===== src/rtl/demux_4x_nbit_reg.sv =====
// Registered 1-to-4 stream demultiplexer: one input stream steered by in_sel to
// four independent one-entry output registers, each with its own valid/ready.
module demux_4x_nbit_reg #(
    parameter int BUS_WIDTH = 8
) (
    input  logic                 clk,
    input  logic                 reset_n,
    input  logic [BUS_WIDTH-1:0] in_data,
    input  logic [1:0]           in_sel,
    input  logic                 in_valid,
    output logic                 in_ready,
    output logic [BUS_WIDTH-1:0] a,
    output logic [BUS_WIDTH-1:0] b,
    output logic [BUS_WIDTH-1:0] c,
    output logic [BUS_WIDTH-1:0] d,
    output logic                 a_valid,
    output logic                 b_valid,
    output logic                 c_valid,
    output logic                 d_valid,
    input  logic                 a_ready,
    input  logic                 b_ready,
    input  logic                 c_ready,
    input  logic                 d_ready,
    output logic [3:0]           occupancy
);

    logic [BUS_WIDTH-1:0] data_q [4];
    logic [BUS_WIDTH-1:0] data_d [4];
    logic [3:0]           vld_q;
    logic [3:0]           vld_d;
    logic [3:0]           rdy;
    logic                 accept;

    assign rdy = {d_ready, c_ready, b_ready, a_ready};

    // A full channel can still take a word in the same cycle it drains.
    assign in_ready = !vld_q[in_sel] || rdy[in_sel];
    assign accept   = in_valid && in_ready;

    always_comb begin
        for (int i = 0; i < 4; i++) begin
            data_d[i] = data_q[i];
            vld_d[i]  = vld_q[i] && !rdy[i];
            if (accept && (in_sel == 2'(i))) begin
                data_d[i] = in_data;
                vld_d[i]  = 1'b1;
            end
        end
    end

    always_ff @(posedge clk or negedge reset_n) begin
        if (!reset_n) begin
            vld_q <= 4'b0000;
            for (int i = 0; i < 4; i++) begin
                data_q[i] <= '0;
            end
        end else begin
            vld_q <= vld_d;
            for (int i = 0; i < 4; i++) begin
                data_q[i] <= data_d[i];
            end
        end
    end

    assign a         = data_q[0];
    assign b         = data_q[1];
    assign c         = data_q[2];
    assign d         = data_q[3];
    assign a_valid   = vld_q[0];
    assign b_valid   = vld_q[1];
    assign c_valid   = vld_q[2];
    assign d_valid   = vld_q[3];
    assign occupancy = vld_q;

endmodule


===== config.mk =====
export PLATFORM = sky130hd
export DESIGN_NAME = demux_4x_nbit_reg
export DESIGN_NICKNAME = d
export VERILOG_FILES = /design/src/rtl/demux_4x_nbit_reg.sv
export SDC_FILE = /design/constraint.sdc
export NUM_CORES = 1
export LEC_CHECK = 0
export ABC_AREA = 1
export CAP_MARGIN = 20
export CORE_MARGIN = 2
export CORE_UTILIZATION = 50
export CTS_BUF_LIST = sky130_fd_sc_hd__clkbuf_4 sky130_fd_sc_hd__clkbuf_8
export DETAILED_ROUTE_END_ITERATION = 10
export GPL_TIMING_DRIVEN = 0
export HOLD_SLACK_MARGIN = 0.02
export PLACE_DENSITY_LB_ADDON = 0.12
export SKIP_LAST_GASP = 1
export SYNTH_ARGS = -nofsm -noshare
export SYNTH_HDL_FRONTEND = slang
export SYNTH_SLANG_ARGS = --single-unit

===== constraint.sdc =====
create_clock -name clk -period 2.7 [get_ports clk]
set_clock_uncertainty 0.05 [all_clocks]
set_input_delay 0.405 -clock clk [delete_from_list [all_inputs] [get_ports clk]]
set_output_delay 0.405 -clock clk [all_outputs]
set_load 0.005 [all_outputs]

# Yosys cells after proc, flatten, opt, wreduce, memory -nomap -nowiden
# Index checks and enable logic that the tools add are counted.
# op_classes
eq_ne	3
n_mux	8
magnitude_cmp	1
reduce_logical	16
# ops
operator	count
$logic_and 1x1->1	9
$mux 1	6
$logic_not 1->1	5
$bmux 1 s2	2
$eq 2x2->1 const B	2
$lt 2x3->1 const B	1
$eq 2x1->1 const B	1
$logic_not 2->1	1
$logic_or 1x1->1	1
# totals
regBits	36

# Longest topological paths before layout
# depth
depth_word	7
mapped_depth	10
depth_no_buf	9

# Worst setup path after synthesis
# Ideal clock, no wire load.
# synth_path
path_type	input -> output
from	in in_sel[0]
to	out in_ready
stages	7
arrival_time_ns	1.118
setup_slack_ns	1.127
path_cell_list	buf_6 -> nor2_8 -> nand2_2 -> nand2_2 -> nor2_4 -> nand2_8 -> buf_8
# synth_via
elab_chain_len	4
# synth_rtl
item	line_no	source
from (decl)	9	input logic [1:0] in_sel,
$bmux 1 s2	37	assign in_ready = !vld_q[in_sel] || rdy[in_sel];
$mux 1 (not written as such)	37	
$logic_not 1->1	37	
$logic_or 1x1->1 *	37	
to (decl)	11	output logic in_ready,
# Every way passes the cells marked *; elsewhere a longest branch is shown, timed or not. The select of a mux whose other input is x is not followed.

# Worst setup path in the final report
# layout_path
from	in d_ready
to	out in_ready
# layout_via
elab_chain_len	3
# layout_rtl
item	line_no	source
from (decl)	23	input logic d_ready,
$bmux 1 s2	37	
$mux 1 (not written as such)	37	
$logic_or 1x1->1	37	
# Every way passes these cells. The select of a mux whose other input is x is not followed.

==> results <==
- The number of DRC violations after detailed routing is 0.
- At the end of routability-driven placement, the weighted congestion stood at 0.814.
- The starting utilization of the core area is 52.0%.
- The number of placed instances, taps included is 281.
- The layer with the highest usage after global routing is met2.
- In this run, synthesis inferred 0 flip-flops with an integrated enable.
- The clock reaches the later pin of the worst-skew pair after 330 ps.
- The fraction of the mapped netlist area in adder cells is 0%.
- The number of antenna violations at the first check in global routing came to 0.
- The overall power after layout is 0.00153 W.
- Gates resized during post-CTS repair numbered 0.
- After floorplanning, the core was sized to cover 3310 sq um.
- From synthesis to final layout, the design area changed by 39.1%.
- Buffers placed on the I/O ports in this run total 54.
- The buffer cell driving the clock tree root is clkbuf_4.
- The final number of max-transition violations is 0.
- When the netlist entered floorplanning its net count stood at 198.
- The clock tree from TritonCTS is built.
- The count of endpoints failing setup in the final report is 0.
- The detailed router placed 1484 vias in this run.
- Across all setup checks in the final design, the least slack found is 336 ps.
- The synthesis warning total is 0.
- The worst setup path is launched from a primary input.
- Setup repair after global routing left no endpoint under its margin.
- The required time at the endpoint of the critical path is 2250 ps.
- The commonest cells after synthesis are 73 x nand2_1, 36 x dfrtp_1, 32 x nand4_1.
- The number of distinct library cells after synthesis is 20.
- A synthesized cell averages 9.50 sq um.
- The total setup buffers inserted after CTS is 0.
- After Yosys synthesis, and, or, nand and nor cells account for 38.0% of the synthesized area.
- The count of nets left with antenna violations after detail routing is 0.
- The routed design has 4030 um of wire.
- The share of async-settable or async-resettable flops after synthesis is 100%.
- The via count of the first global-routing pass is 1384.
- The most area-hungry cell type in the Yosys netlist is dfrtp_1.
- The repair_antennas step left the layout with diodes totalling 0.
- The xor and xnor fraction of the mapped netlist area is 0%.
- The initial detailed-routing violation count is 125.
- Across all hold checks on the routed design, the worst slack comes to 64.5 ps.
- The first global-routing pass estimated 6890 um of wire.
- The final cycle utilization of the critical path is 87.6%.
- Entering global routing, the biggest net connects 37 pins.
- The floorplan step defined a die boundary enclosing 3930 sq um.
- The post-route minimum period is 2360 ps.
- The synthesized netlist devotes 1.16% of its cell area to compound gates.
- In this run the worst path has a maximum fanout of 10.
- The element type at the critical path end is an output port.
- The number of buffers on the longest clock path is 2.
- The ratio of routed vias to standard cells is 5.13.
- The layout net count is 259.
- The dominant synthesized flop cell is dfrtp_1.
- Once layout is complete, the cells apart from fillers number 289.
- The number of synthesized register bits is 36.
- The analysis attributes to cell leakage a power of 1.14 nW.
- Headroom to the max-slew limit came out at 49.4%.
- Summed over its instances, the top area cell type makes up 52.4% of the synthesized netlist area.
- The count of endpoints failing hold in the final timing report is 0.
- By area, the combinational part of the netlist is dominated by simple AND/OR/NAND/NOR gates.
- The die width is 62.7 um.
- The signal arrival time at the worst endpoint is 1910 ps.
- For the pin with the worst max-slew slack, the measured transition is 759 ps.
- The critical register-to-register path startpoint is occupancy[0].
- The y dimension of the die is 62.7 um.
- The length of the first detailed-routing pass in iterations is 4.
- The flow ran to the end, and the final reports show no timing, DRC or antenna violations.
- The worst register-to-register path has a depth of 8.
- Dividing the detail-routed wire length by the instance count gives 13.9 um.
- For met3 alone, demand over resource in global routing was 5.95%.
- The met2 track utilization from global routing is 33.2%.
- The portion of synthesized area spent on multiplexers is 0%.
- The initialized floorplan defines 21 standard-cell rows.
- Sequential elements use 52.4% of the synthesized area.
- The capturing point of the worst reg2reg path is d[5].
- For the final routed database, the setup TNS stands at 0 ps.
- In the post-synthesis netlist, the cell with the most instances is nand2_1.
- The total CTS buffers is 5.
- The CTS sink count is 36.
- The achievable frequency is 0.423 GHz.
- Max-cap violations in this run came to 0.
- The synthesized cell area is 1720 sq um.
- After synthesis, the cell types taking the most area are dfrtp_1 52%, nand2_1 16%, nand4_1 12%.
- Setup slack on the worst reg-to-reg path comes out at 1400 ps.
- CTS built an H-tree with a depth of 2.
- The power density over the cells is 639 nW/um^2.
- The post-synthesis instance total is 181.
- The count of boundary I/O pins is 58.
- The total global-route track usage is 22.4%.
- The share of post-route cells with drive strength above 1 is 15.6%.
- The fraction of met1 tracks used by global routing is 32.9%.
- Hold repair after CTS inserted 0 buffers.
- The worst hold-check path type is primary input to async pin.
- The critical path in this run is classified as primary input to output port.
- After clock tree synthesis, the clock-pin slew on the worst setup and hold paths is 120 ps.
- The total global routing overflow is 0.
- The post-detailed-placement half-perimeter wirelength is 2950 um.
- Before CTS, the worst setup slack after placement is 339 ps.
- VDD sags by at most 0.523 mV.
## layout by cell type (no fill, tap or decap), types with 2 or more instances in the layout
cell / n
dfrtp_1: 36
buf_4: 4
nor2_2: 2
buf_6: 2
o21ai_0: 4
clkbuf_4: 5
inv_1: 4
clkdlybuf4s50_1: 53
nand2_1: 73
nand4_1: 32
nand2_2: 4
buf_2: 5
buf_8: 3
nand3_1: 2
nand3_4: 4
## worst max-delay path by stage
| stage | startpoint | end | slack, ps | cells after the start |
|---|---|---|---|---|
| after CTS | d_ready | in_ready | 330 | 7 |
| after global placement | d_ready | in_ready | 350 | 7 |
| final | d_ready | in_ready | 340 | 7 |
| after floorplan | in_sel[0] | in_ready | 1130 | 7 |
| after detailed placement | d_ready | in_ready | 340 | 7 |
| after global routing | d_ready | in_ready | 260 | 7 |
## state kept, by name, indices dropped and copies added, names as in the netlist
| signal | flops |
|---|---|
| d | 8 |
| c | 8 |
| occupancy | 4 |
| b | 8 |
| a | 8 |
## power breakdown
group / leakage, nW / switching (W) / internal [W]
clock: 0.0412 / 0.000183 / 0.000193
combinational: 0.646 / 0.000185 / 0.000269
sequential: 0.452 / 0.0000611 / 0.000640
total: 1.14 / 0.000428 / 0.00110
## critical path, stage by stage
cell	delay, ps
clkdlybuf4s50_1	490
nand3_1	100
nand2_2	100
nor2_4	50
nand2_8	120
buf_8	140
clkdlybuf4s50_1	510
## metrics by stage
| stage | utilization (%) | instance area, sq um |
|---|---|---|
| after global routing | 72.3 | 2390 |
| after CTS | 72.3 | 2390 |
| after global placement | 70.0 | 2320 |
| final | 72.3 | 2390 |
| after detailed placement | 69.9 | 2310 |
| after floorplan | - | 1720 |
## cells by family after synthesis
logic type	after synthesis
buffers and inverters	20
AO/OA/AOI/OAI	4
AND/OR/NAND/NOR	121
flip-flops	36
## layer usage
metal / vias to the layer above / wire (um)
met4: 0 / 51
li1: 726 / -
met1: 703 / 1810
met3: 6 / 257
met5: - / 0
met2: 49 / 1910
## layout make-up
type / count / area (sq um)
flip-flops and latches: 36 / 901
multi-input cells: 125 / 673
fillers: 286 / 917
inverters: 7 / 28.8
well taps: 46 / 57.6
repair buffers: 54 / 536
plain buffers: 13 / 118
clock inverters: 3 / 42.5
clock buffers: 5 / 37.5
(Power assumes the default switching activity.)
